**src/rtl/mem_arbiter.sv**
```systemverilog
`timescale 1ns/1ps
// mem_arbiter
//
// Shares the main memory bus (general RAM, CGA text RAM, BIOS ROM) between
// the CPU core and a DMA requester. A four-state sequencer (IDLE, GRANT,
// WAIT, ACK) serialises accesses. The latched address is decoded into
// region write strobes and a read-data select. Each access is completed
// with a one-cycle acknowledge pulse to its owner.
//
// Optional feature:
//   MEMARB_ROUNDROBIN_EN  defined     -> ties alternate between the ports
//                                        (first tie after reset goes to DMA)
//                         undefined   -> fixed priority, DMA wins every tie
//
// Ports:
//   clock_i                   system clock, rising edge
//   reset_i                   asynchronous, active-high reset
//   cpu_req_i / dma_req_i     level request, held until the matching ack
//   cpu_we_i / dma_we_i       1 = write, 0 = read
//   cpu_address_i / dma_...   byte address (AW bits)
//   cpu_data_i / dma_data_i   write data (DW bits)
//   cpu_q_o / dma_q_o         read data, valid in the ack cycle, then held
//   cpu_ack_o / dma_ack_o     one-cycle completion pulse
//   address_o / data_o        shared memory address and write data
//   we_memory_o               write strobe for 00000-3FFFF
//   we_cgamem_o               write strobe for B8000-B9FFF
//   q_memory_i / q_cgamem_i / q_bios_i  registered memory read outputs
//   grant_o                   current owner: 01 = CPU, 10 = DMA, 00 = idle

module mem_arbiter #(
    parameter int unsigned AW = 20,
    parameter int unsigned DW = 8
) (
    input  logic          clock_i,
    input  logic          reset_i,

    input  logic          cpu_req_i,
    input  logic          cpu_we_i,
    input  logic [AW-1:0] cpu_address_i,
    input  logic [DW-1:0] cpu_data_i,
    output logic [DW-1:0] cpu_q_o,
    output logic          cpu_ack_o,

    input  logic          dma_req_i,
    input  logic          dma_we_i,
    input  logic [AW-1:0] dma_address_i,
    input  logic [DW-1:0] dma_data_i,
    output logic [DW-1:0] dma_q_o,
    output logic          dma_ack_o,

    output logic [AW-1:0] address_o,
    output logic [DW-1:0] data_o,
    output logic          we_memory_o,
    output logic          we_cgamem_o,
    input  logic [DW-1:0] q_memory_i,
    input  logic [DW-1:0] q_cgamem_i,
    input  logic [DW-1:0] q_bios_i,

    output logic [1:0]    grant_o
);

    localparam logic [1:0] StIdle  = 2'd0;
    localparam logic [1:0] StGrant = 2'd1;
    localparam logic [1:0] StWait  = 2'd2;
    localparam logic [1:0] StAck   = 2'd3;

    localparam logic [1:0] GrantNone = 2'b00;
    localparam logic [1:0] GrantCpu  = 2'b01;
    localparam logic [1:0] GrantDma  = 2'b10;

    logic [1:0]    state_q, state_d;
    logic [1:0]    grant_q, grant_d;
    logic          we_q, we_d;
    logic [AW-1:0] addr_q, addr_d;
    logic [DW-1:0] data_q, data_d;
    logic [DW-1:0] cpu_q_q, cpu_q_d;
    logic [DW-1:0] dma_q_q, dma_q_d;

    logic pick_cpu, pick_dma;
    logic is_mem, is_cga, is_bios;
    logic [DW-1:0] rdata;

    // ------------------------------------------------------------------
    // Arbitration
    // ------------------------------------------------------------------
`ifdef MEMARB_ROUNDROBIN_EN
    // High means DMA wins the next tie. Reset favours DMA.
    logic prio_dma_q, prio_dma_d;

    always_comb begin
        pick_cpu = 1'b0;
        pick_dma = 1'b0;
        if (cpu_req_i && dma_req_i) begin
            if (prio_dma_q) begin
                pick_dma = 1'b1;
            end else begin
                pick_cpu = 1'b1;
            end
        end else if (cpu_req_i) begin
            pick_cpu = 1'b1;
        end else if (dma_req_i) begin
            pick_dma = 1'b1;
        end
    end

    // The pointer follows every grant, contended or not: the port that just
    // won loses the next tie.
    always_comb begin
        prio_dma_d = prio_dma_q;
        if (state_q == StIdle && (pick_cpu || pick_dma)) begin
            prio_dma_d = pick_cpu;
        end
    end

    always_ff @(posedge clock_i or posedge reset_i) begin
        if (reset_i) begin
            prio_dma_q <= 1'b1;
        end else begin
            prio_dma_q <= prio_dma_d;
        end
    end
`else
    // Fixed priority: DMA always wins a tie.
    always_comb begin
        pick_dma = dma_req_i;
        pick_cpu = cpu_req_i && !dma_req_i;
    end
`endif

    // ------------------------------------------------------------------
    // Address decode on the latched address
    // ------------------------------------------------------------------
    // Only the top bits take part; lower bits pass straight to the memory.
    always_comb begin
        is_mem  = (addr_q[AW-1 -: 2] == 2'b00);
        is_cga  = (addr_q[AW-1 -: 7] == 7'b1011100);
        is_bios = (addr_q[AW-1 -: 7] == 7'b1111000);
    end

    // Unmapped reads float high, like an undriven bus.
    always_comb begin
        if (is_mem) begin
            rdata = q_memory_i;
        end else if (is_cga) begin
            rdata = q_cgamem_i;
        end else if (is_bios) begin
            rdata = q_bios_i;
        end else begin
            rdata = {DW{1'b1}};
        end
    end

    // ------------------------------------------------------------------
    // Sequencer
    // ------------------------------------------------------------------
    always_comb begin
        state_d = state_q;
        grant_d = grant_q;
        we_d    = we_q;
        addr_d  = addr_q;
        data_d  = data_q;
        cpu_q_d = cpu_q_q;
        dma_q_d = dma_q_q;

        case (state_q)
            StIdle: begin
                if (pick_cpu) begin
                    grant_d = GrantCpu;
                    we_d    = cpu_we_i;
                    addr_d  = cpu_address_i;
                    data_d  = cpu_data_i;
                    state_d = StGrant;
                end else if (pick_dma) begin
                    grant_d = GrantDma;
                    we_d    = dma_we_i;
                    addr_d  = dma_address_i;
                    data_d  = dma_data_i;
                    state_d = StGrant;
                end
            end
            StGrant: begin
                state_d = StWait;
            end
            StWait: begin
                // Memory output is valid now; capture it on the edge into ACK
                // so the owner's q is already valid while its ack is high.
                if (grant_q == GrantCpu) begin
                    cpu_q_d = rdata;
                end else begin
                    dma_q_d = rdata;
                end
                state_d = StAck;
            end
            StAck: begin
                grant_d = GrantNone;
                state_d = StIdle;
            end
            default: begin
                grant_d = GrantNone;
                state_d = StIdle;
            end
        endcase
    end

    always_ff @(posedge clock_i or posedge reset_i) begin
        if (reset_i) begin
            state_q <= StIdle;
            grant_q <= GrantNone;
            we_q    <= 1'b0;
            addr_q  <= '0;
            data_q  <= '0;
            cpu_q_q <= {DW{1'b1}};
            dma_q_q <= {DW{1'b1}};
        end else begin
            state_q <= state_d;
            grant_q <= grant_d;
            we_q    <= we_d;
            addr_q  <= addr_d;
            data_q  <= data_d;
            cpu_q_q <= cpu_q_d;
            dma_q_q <= dma_q_d;
        end
    end

    // ------------------------------------------------------------------
    // Outputs
    // ------------------------------------------------------------------
    logic strobe_en;

    always_comb begin
        // Strobes exist only in GRANT, so each write hits memory exactly once.
        strobe_en   = (state_q == StGrant) && we_q;
        we_memory_o = strobe_en && is_mem;
        we_cgamem_o = strobe_en && is_cga;

        cpu_ack_o   = (state_q == StAck) && (grant_q == GrantCpu);
        dma_ack_o   = (state_q == StAck) && (grant_q == GrantDma);

        address_o   = addr_q;
        data_o      = data_q;
        cpu_q_o     = cpu_q_q;
        dma_q_o     = dma_q_q;
        grant_o     = grant_q;
    end

endmodule

```
**config.mk**
```make
export PLATFORM = sky130hd
export DESIGN_NAME = mem_arbiter
export DESIGN_NICKNAME = d
export VERILOG_FILES = /design/src/rtl/mem_arbiter.sv
export SDC_FILE = /design/constraint.sdc
export NUM_CORES = 1
export LEC_CHECK = 0
export BUFFER_PORTS_ARGS = -buffer_cell sky130_fd_sc_hd__buf_2
export CORE_ASPECT_RATIO = 1.5
export CORE_MARGIN = 1
export CORE_UTILIZATION = 28
export CTS_BUF_LIST = sky130_fd_sc_hd__clkbuf_4
export DETAILED_ROUTE_END_ITERATION = 7
export PLACE_DENSITY_LB_ADDON = 0.15
export SETUP_SLACK_MARGIN = 0.02
export SLEW_MARGIN = 30
export SYNTH_ARGS = -nofsm -noshare
export SYNTH_HDL_FRONTEND = slang
export SYNTH_SLANG_ARGS = --single-unit
```
**constraint.sdc**
```tcl
create_clock -name clock_i -period 1.8 [get_ports clock_i]
set_clock_uncertainty 0.1 [all_clocks]
set_input_delay 0.27 -clock clock_i [delete_from_list [all_inputs] [get_ports clock_i]]
set_output_delay 0.27 -clock clock_i [all_outputs]
set_load 0.02 [all_outputs]
```
==> results of run 1 <==
[Yosys cell counts, drive strengths merged (2+ instances only)]
cell type and number:
o21ai 39, buf 11, nand2 39, inv 5
nor3 2, a21oi 9, mux2i 29, a31oi 16
nor2 17, and3 4, dfstp 16, dfrtp 33
clkbuf 6, ha 5, nor3b 9
[where the power goes]
group | total (mW) | switching [mW] | internal (mW)
combinational | 2.88 | 1.76 | 1.12
sequential | 2.02 | 0.330 | 1.69
clock | 0.526 | 0.361 | 0.165
total | 5.43 | 2.45 | 2.97
[per-layer routing]
layer / vias up / track usage, %
li1: 1160 / -
met1: 1021 / 16.6
met2: 111 / 23.7
met3: 5 / 3.88
met4: 0 / 5.11
met5: - / 0
[worst min path at each step]
stage                        startpoint           end  cells after the start
final                     q_memory_i[2]    dma_q_o[2]                      3
after global routing      q_memory_i[4]    dma_q_o[4]                      3
after CTS                 q_memory_i[2]    dma_q_o[2]                      3
after detailed placement        reset_i  address_o[7]                      3
after global placement          reset_i  address_o[4]                      3
after floorplan           q_memory_i[7]    cpu_q_o[7]                      2
[kinds of logic after synthesis]
logic type,after synthesis,share of synthesized area (%)
AND/OR/NAND/NOR,75,14.7
AO/OA/AOI/OAI,67,16.1
flip-flops,49,49.8
multiplexers,30,12.1
buffers and inverters,22,4.85
adder cells (fa/ha/maj),5,2.50
[final cells by class]
class	instances	area, µm²
fillers	875	4990
flip-flops and latches	49	1250
multi-input cells	178	1190
repair buffers	154	885
well taps	107	134
clock buffers	6	45.0
inverters	5	18.8
clock inverters	2	10.0
[metrics by stage]
step	area (µm²)	setup TNS (ns)	setup WS, ns	hold slack, ns
after floorplan	2500	0	0.152	0.306
after global placement	3330	0	0.0986	0.239
after detailed placement	3330	0	0.0638	0.242
after CTS	3500	-0.168	-0.0879	0.00483
after global routing	3530	-1.82	-0.140	0.0106
final	3530	-0.0909	-0.0668	0.0339
[what timing repair did]
action	in CTS	in global routing
resized for setup	12	2
gates cloned	0	1
setup buffers	3	1
pin swaps	3	1
endpoints found under the hold margin	41	0
hold buffers	5	0
endpoints found under the setup margin	4	25
[flip-flops by register name (all words and copies together), names as in the netlist]
register	count
data_o	8
address_o	20
cpu_q_o	8
state_q	2
dma_q_o	8
grant_o	2
we_q	1
[tightest hold or removal path, stage by stage]
cell	delay [ns]
buf_2	0.09
nand2_1	0.06
a31oi_1	0.09
==> impl_metrics.py, run 1 <==
metrics = {
    "status": {
        "status": "complete, but fails checks",
        "violations": "setup timing",
    },
    "sta": {
        "fin_crit_ns": 1.87,
        "setup_violations": 4,
        "hold_viol": 0,
        "worst_slew_margin_rel_pct": 65.3,
        "drv_slew": 0,
        "period_share_pct": 104,
        "max_freq_mhz": 536,
        "fin_ws_ns": -0.0668,
        "worst_pin_slew_ns": 0.520,
        "rsz0062_at_grt": "true",
    },
    "yosys": {
        "ys_top_cells_by_area": "dfrtp_1 (33%), dfstp_2 (17%), mux2i_1 (12%), nand2_1 (5.9%), o21ai_0 (5.0%)",
        "synth_edf_count": 0,
        "yosysTopAreaCellShare_pct": 33.0,
        "yosys_warnings": 0,
        "synthDistinctLibCells": 29,
        "synth.avg_cell_area_um2": 10.1,
        "synth_seq_cells": 49,
        "ys.flop_type": "dfrtp_1",
        "netlist_area_um2": 2500,
        "ys_seq_area_share_pct": 49.8,
        "syn_inst": 248,
        "syn_nets": 339,
        "yosys.area.top_type": "dfrtp_1",
        "postSynth.asyncResetShare_pct": 100,
    },
    "power": {
        "powerDensity_nw_per_um2": 1540,
        "power_mw": 5.43,
        "ir_drop_mv": 0.667,
        "p_leak_nw": 1.86,
    },
    "finish": {
        "n_antenna_cell": 0,
        "drive_above_1_share_pct": 49.7,
        "final_cells": 501,
        "final_cell_mix": "buf_2 (133), nand2_1 (39), dfrtp_1 (32), mux2i_1 (29), o21ai_0 (25)",
        "layout_commonest_cell": "buf_2",
        "final_util_pct": 41.4,
        "area.growth.synth_to_final_pct": 41.0,
        "layout.nets": 484,
    },
    "global_route": {
        "grt-ovfl-total": 0,
        "track_usage_pct": 14.0,
        "grt_pass1_vias": 2148,
        "antenna_found_initial": 0,
        "grt_pass1_wl_mm": 10.1,
        "grt_max_degree": 50,
    },
    "critical_path": {
        "slowest_delay_ns": 0.43,
        "worst-path-max-fanout": 3,
        "rr_endpoint": "state_q[1]",
        "required_ns": 1.43,
        "r2r_cells": 4,
        "regToRegStartpoint": "state_q[0]",
        "critPathLaunchType": "flop",
        "cp.depth": 5,
        "cp.arrival_ns": 1.50,
        "crit_buf_inv": 2,
        "crit_path_top_delay_cell": "dfrtp_1",
        "startpoint": "state_q[1]",
        "crit_type": "flop to primary output",
        "end_kind": "primary output",
        "endpoint": "we_cgamem_o",
        "rrSetupSlack_ns": -0.01,
        "cp_top_family": "flip-flops",
        "path_cells": "inv_2 -> ha_4 -> and4b_1 -> and3_4 -> buf_6",
    },
    "placement": {
        "place.gp.congestion": 0.719,
        "io_buffers": 135,
        "dp_cells": 483,
        "place.detailed.hpwl_mm": 4.67,
    },
    "drt": {
        "routed_wl_mm": 6.44,
        "wl_met2_mm": 3.11,
        "top_layer": "met4",
        "drc_errors": 0,
        "postRouteAntennaNets": 0,
        "drtIter0Drc": 49,
        "wirelength_met1_mm": 2.75,
        "met3_length_um": 471,
        "drt-vias-per-instance": 4.58,
        "vias": 2297,
        "dr.pass1.iters": 4,
        "wl_per_cell_um": 12.8,
    },
    "worst_hold_path": {
        "hold_path.class": "input port to flop",
    },
    "die": {
        "fp.dieArea_um2": 9330,
        "die_h_um": 118,
        "coreArea_um2": 8520,
        "die_w_um": 79.2,
        "num_rows": 41,
        "io_pins": 136,
        "start_util_pct": 29.4,
    },
    "clock_tree": {
        "cts_max_path_buffers": 2,
        "cts_tree": "yes",
        "cts_sinks": 49,
        "insertion_delay_ns": 0.38,
        "h-tree-depth": 2,
        "numCtsBuffers": 5,
        "cts_root_buf": "clkbuf_4",
        "cts.reportedPaths.clkPinSlew_ns": 0.14,
    },
    "job": {
        "maxCapViolCount": 0,
    },
}
Power figures use the tool's default switching activity.
==> inputs of run 2 (changes only) <==
--- a/config.mk
+++ b/config.mk
@@ -11,7 +11,7 @@
 export CORE_UTILIZATION = 28
 export CTS_BUF_LIST = sky130_fd_sc_hd__clkbuf_4
 export DETAILED_ROUTE_END_ITERATION = 7
-export PLACE_DENSITY_LB_ADDON = 0.15
+export PLACE_DENSITY = 0.52
 export SETUP_SLACK_MARGIN = 0.02
 export SLEW_MARGIN = 30
 export SYNTH_ARGS = -nofsm -noshare
==> run 2 against run 1 <==
The run still ends with setup timing left; sequential power hardly changed; total power increased by 0.95%; global-route usage up 0.33 points; sequential share of layout area increased by 0.096 points; routed wire length is 3.3% higher; via count decreased by 0.52%; clock power about the same; combinational power grew 2%; first-iteration DRC count grew 59%; cell count down 0.20%.
==> impl_metrics.py, run 2 (synthesis results as in run 1) <==
metrics = {
    "clock_tree": {
        "cts_sinks": 49,
        "numCtsBuffers": 5,
        "cts_root_buf": "clkbuf_4",
        "cts_max_path_buffers": 2,
        "insertion_delay_ns": 0.37,
        "cts_tree": "yes",
        "cts.reportedPaths.clkPinSlew_ns": 0.14,
        "h-tree-depth": 2,
    },
    "critical_path": {
        "required_ns": 1.43,
        "worst-path-max-fanout": 2,
        "cp_top_family": "flip-flops",
        "crit_buf_inv": 2,
        "slowest_delay_ns": 0.42,
        "crit_type": "flop to primary output",
        "critPathLaunchType": "flop",
        "end_kind": "primary output",
        "path_cells": "inv_2 -> ha_4 -> and4b_1 -> and3_4 -> buf_6",
        "crit_path_top_delay_cell": "dfrtp_1",
        "cp.arrival_ns": 1.46,
    },
    "sta": {
        "period_share_pct": 102,
        "fin_crit_ns": 1.83,
        "setup_violations": 1,
        "worst_slew_margin_rel_pct": 68.0,
        "worst_pin_slew_ns": 0.480,
        "rsz0062_at_grt": "true",
        "drv_slew": 0,
        "hold_viol": 0,
        "fin_ws_ns": -0.0344,
        "max_freq_mhz": 545,
    },
    "job": {
        "maxCapViolCount": 0,
    },
    "global_route": {
        "grt_pass1_wl_mm": 10.4,
        "grt_pass1_vias": 2239,
        "grt_max_degree": 33,
        "track_usage_pct": 14.3,
        "grt-ovfl-total": 0,
        "antenna_found_initial": 0,
    },
    "power": {
        "p_seq_share_pct": 36.8,
        "ir_drop_mv": 0.469,
        "switching_share_pct": 45.0,
        "clockPowerShare_pct": 9.7,
        "p_switching_mw": 2.46,
        "internal-power_mw": 3.01,
        "comb_power_share_pct": 53.5,
        "p_leak_nw": 1.84,
        "power_mw": 5.48,
        "powerDensity_nw_per_um2": 1550,
    },
    "placement": {
        "place.detailed.hpwl_mm": 4.91,
        "dp_cells": 483,
        "io_buffers": 135,
        "placed_cell_area_um2": 3320,
        "place.gp.congestion": 0.777,
    },
    "drt": {
        "drtIter0Drc": 78,
        "drc_errors": 0,
        "postRouteAntennaNets": 0,
        "dr.pass1.iters": 4,
        "drt-vias-per-instance": 4.57,
        "wl_per_cell_um": 13.3,
        "vias": 2285,
        "routed_wl_mm": 6.65,
    },
    "die": {
        "die_w_um": 79.2,
        "fp.dieArea_um2": 9330,
        "start_util_pct": 29.4,
        "num_rows": 41,
        "io_pins": 136,
        "die_h_um": 118,
        "coreArea_um2": 8520,
    },
    "finish": {
        "design_area_um2": 3530,
        "area.growth.synth_to_final_pct": 40.9,
        "n_antenna_cell": 0,
        "drive_above_1_share_pct": 51.4,
        "largest_reg_flops": 20,
        "final_cell_mix": "buf_2 (132), nand2_1 (39), dfrtp_1 (30), mux2i_1 (29), o21ai_0 (25)",
        "final_cells": 500,
        "layout_commonest_cell": "buf_2",
        "layout.nets": 483,
    },
    "worst_hold_path": {
        "hold_path.class": "input port to flop",
    },
    "status": {
        "status": "complete, but fails checks",
        "violations": "setup timing",
    },
}
==> run 2: cell count changes in the layout (fill, tap and decap cells not counted), sizes merged <==
cell / before / now
clkbuf: 6 / 7
dlygate4sd3: 5 / 3
buf: 149 / 150
clkinv: 2 / 1
==> run 2: path summary, 6_finish.rpt <==
| check | startpoint | end | slack, ns | cells after the start |
|---|---|---|---|---|
| max in group asynchronous | reset_i | cpu_q_o[3] | 0.70 | 4 |
| worst max-delay path | state_q[1] | we_cgamem_o | -0.03 | 5 |
| worst max register to register | state_q[0] | state_q[1] | 0.13 | 4 |
| min in group asynchronous | reset_i | address_o[8] | 0.32 | 3 |
| worst min-delay path | q_memory_i[0] | dma_q_o[0] | 0.03 | 3 |
| worst min register to register | data_o[7] | data_o[7] | 0.39 | 2 |
==> run 2: layout make-up <==
class                      instances  area [µm²]
fill                             904        4990
clock buffer                       7        52.6
sequential                        49        1250
tap                              107         134
inverter                           5        18.8
clock inverter                     1        3.75
timing repair buffer             153         862
multi-input combinational        178        1200
==> run 2: per-stage QoR <==
| step | setup TNS (ns) | setup slack (ns) | hold WS, ns | util [%] |
|---|---|---|---|---|
| floorplan | 0 | 0.152 | 0.306 | - |
| global placement | 0 | 0.121 | 0.188 | 39.0 |
| detailed placement | 0 | 0.0562 | 0.191 | 39.0 |
| CTS | -0.0911 | -0.0699 | 0.00102 | 41.0 |
| global route | -0.349 | -0.140 | 0.00829 | 41.4 |
| finish | -0.0344 | -0.0344 | 0.0314 | 41.4 |
==> run 2: what timing repair did <==
action,CTS,global route
endpoints found under the setup margin,3,25
endpoints found under the hold margin,21,0
cloned,0,1
hold buffers,3,0
gates resized for setup,18,4
pin swaps,1,0
buffers inserted,4,1
==> run 2: worst reg2reg max path, stage by stage, from the launching register on <==
cell     delay [ns]
dfrtp_2        0.46
inv_1          0.17
ha_4           0.22
nor3b_2        0.26
mux2_2         0.36
==> run 2: power groups by stage <==
stage | clock network (mW) | logic [mW] | registers [mW]
6_report | 0.529 | 2.93 | 2.02
5_1_grt | 0.628 | 3.26 | 2.11
4_1_cts | 0.570 | 2.89 | 2.03
3_5_place_dp | 0 | 2.78 | 2.03
3_3_place_gp | 0 | 2.74 | 2.03
2_1_floorplan | 0 | 1.30 | 2.57
==> run 2: metal layers <==
layer / up-vias / track usage, % / share of wire [%]
met5: - / 0 / 0
met4: 0 / 5.11 / 2.5
met3: 11 / 3.49 / 6.3
met2: 98 / 25.8 / 51
met1: 1023 / 15.9 / 40
li1: 1153 / - / -
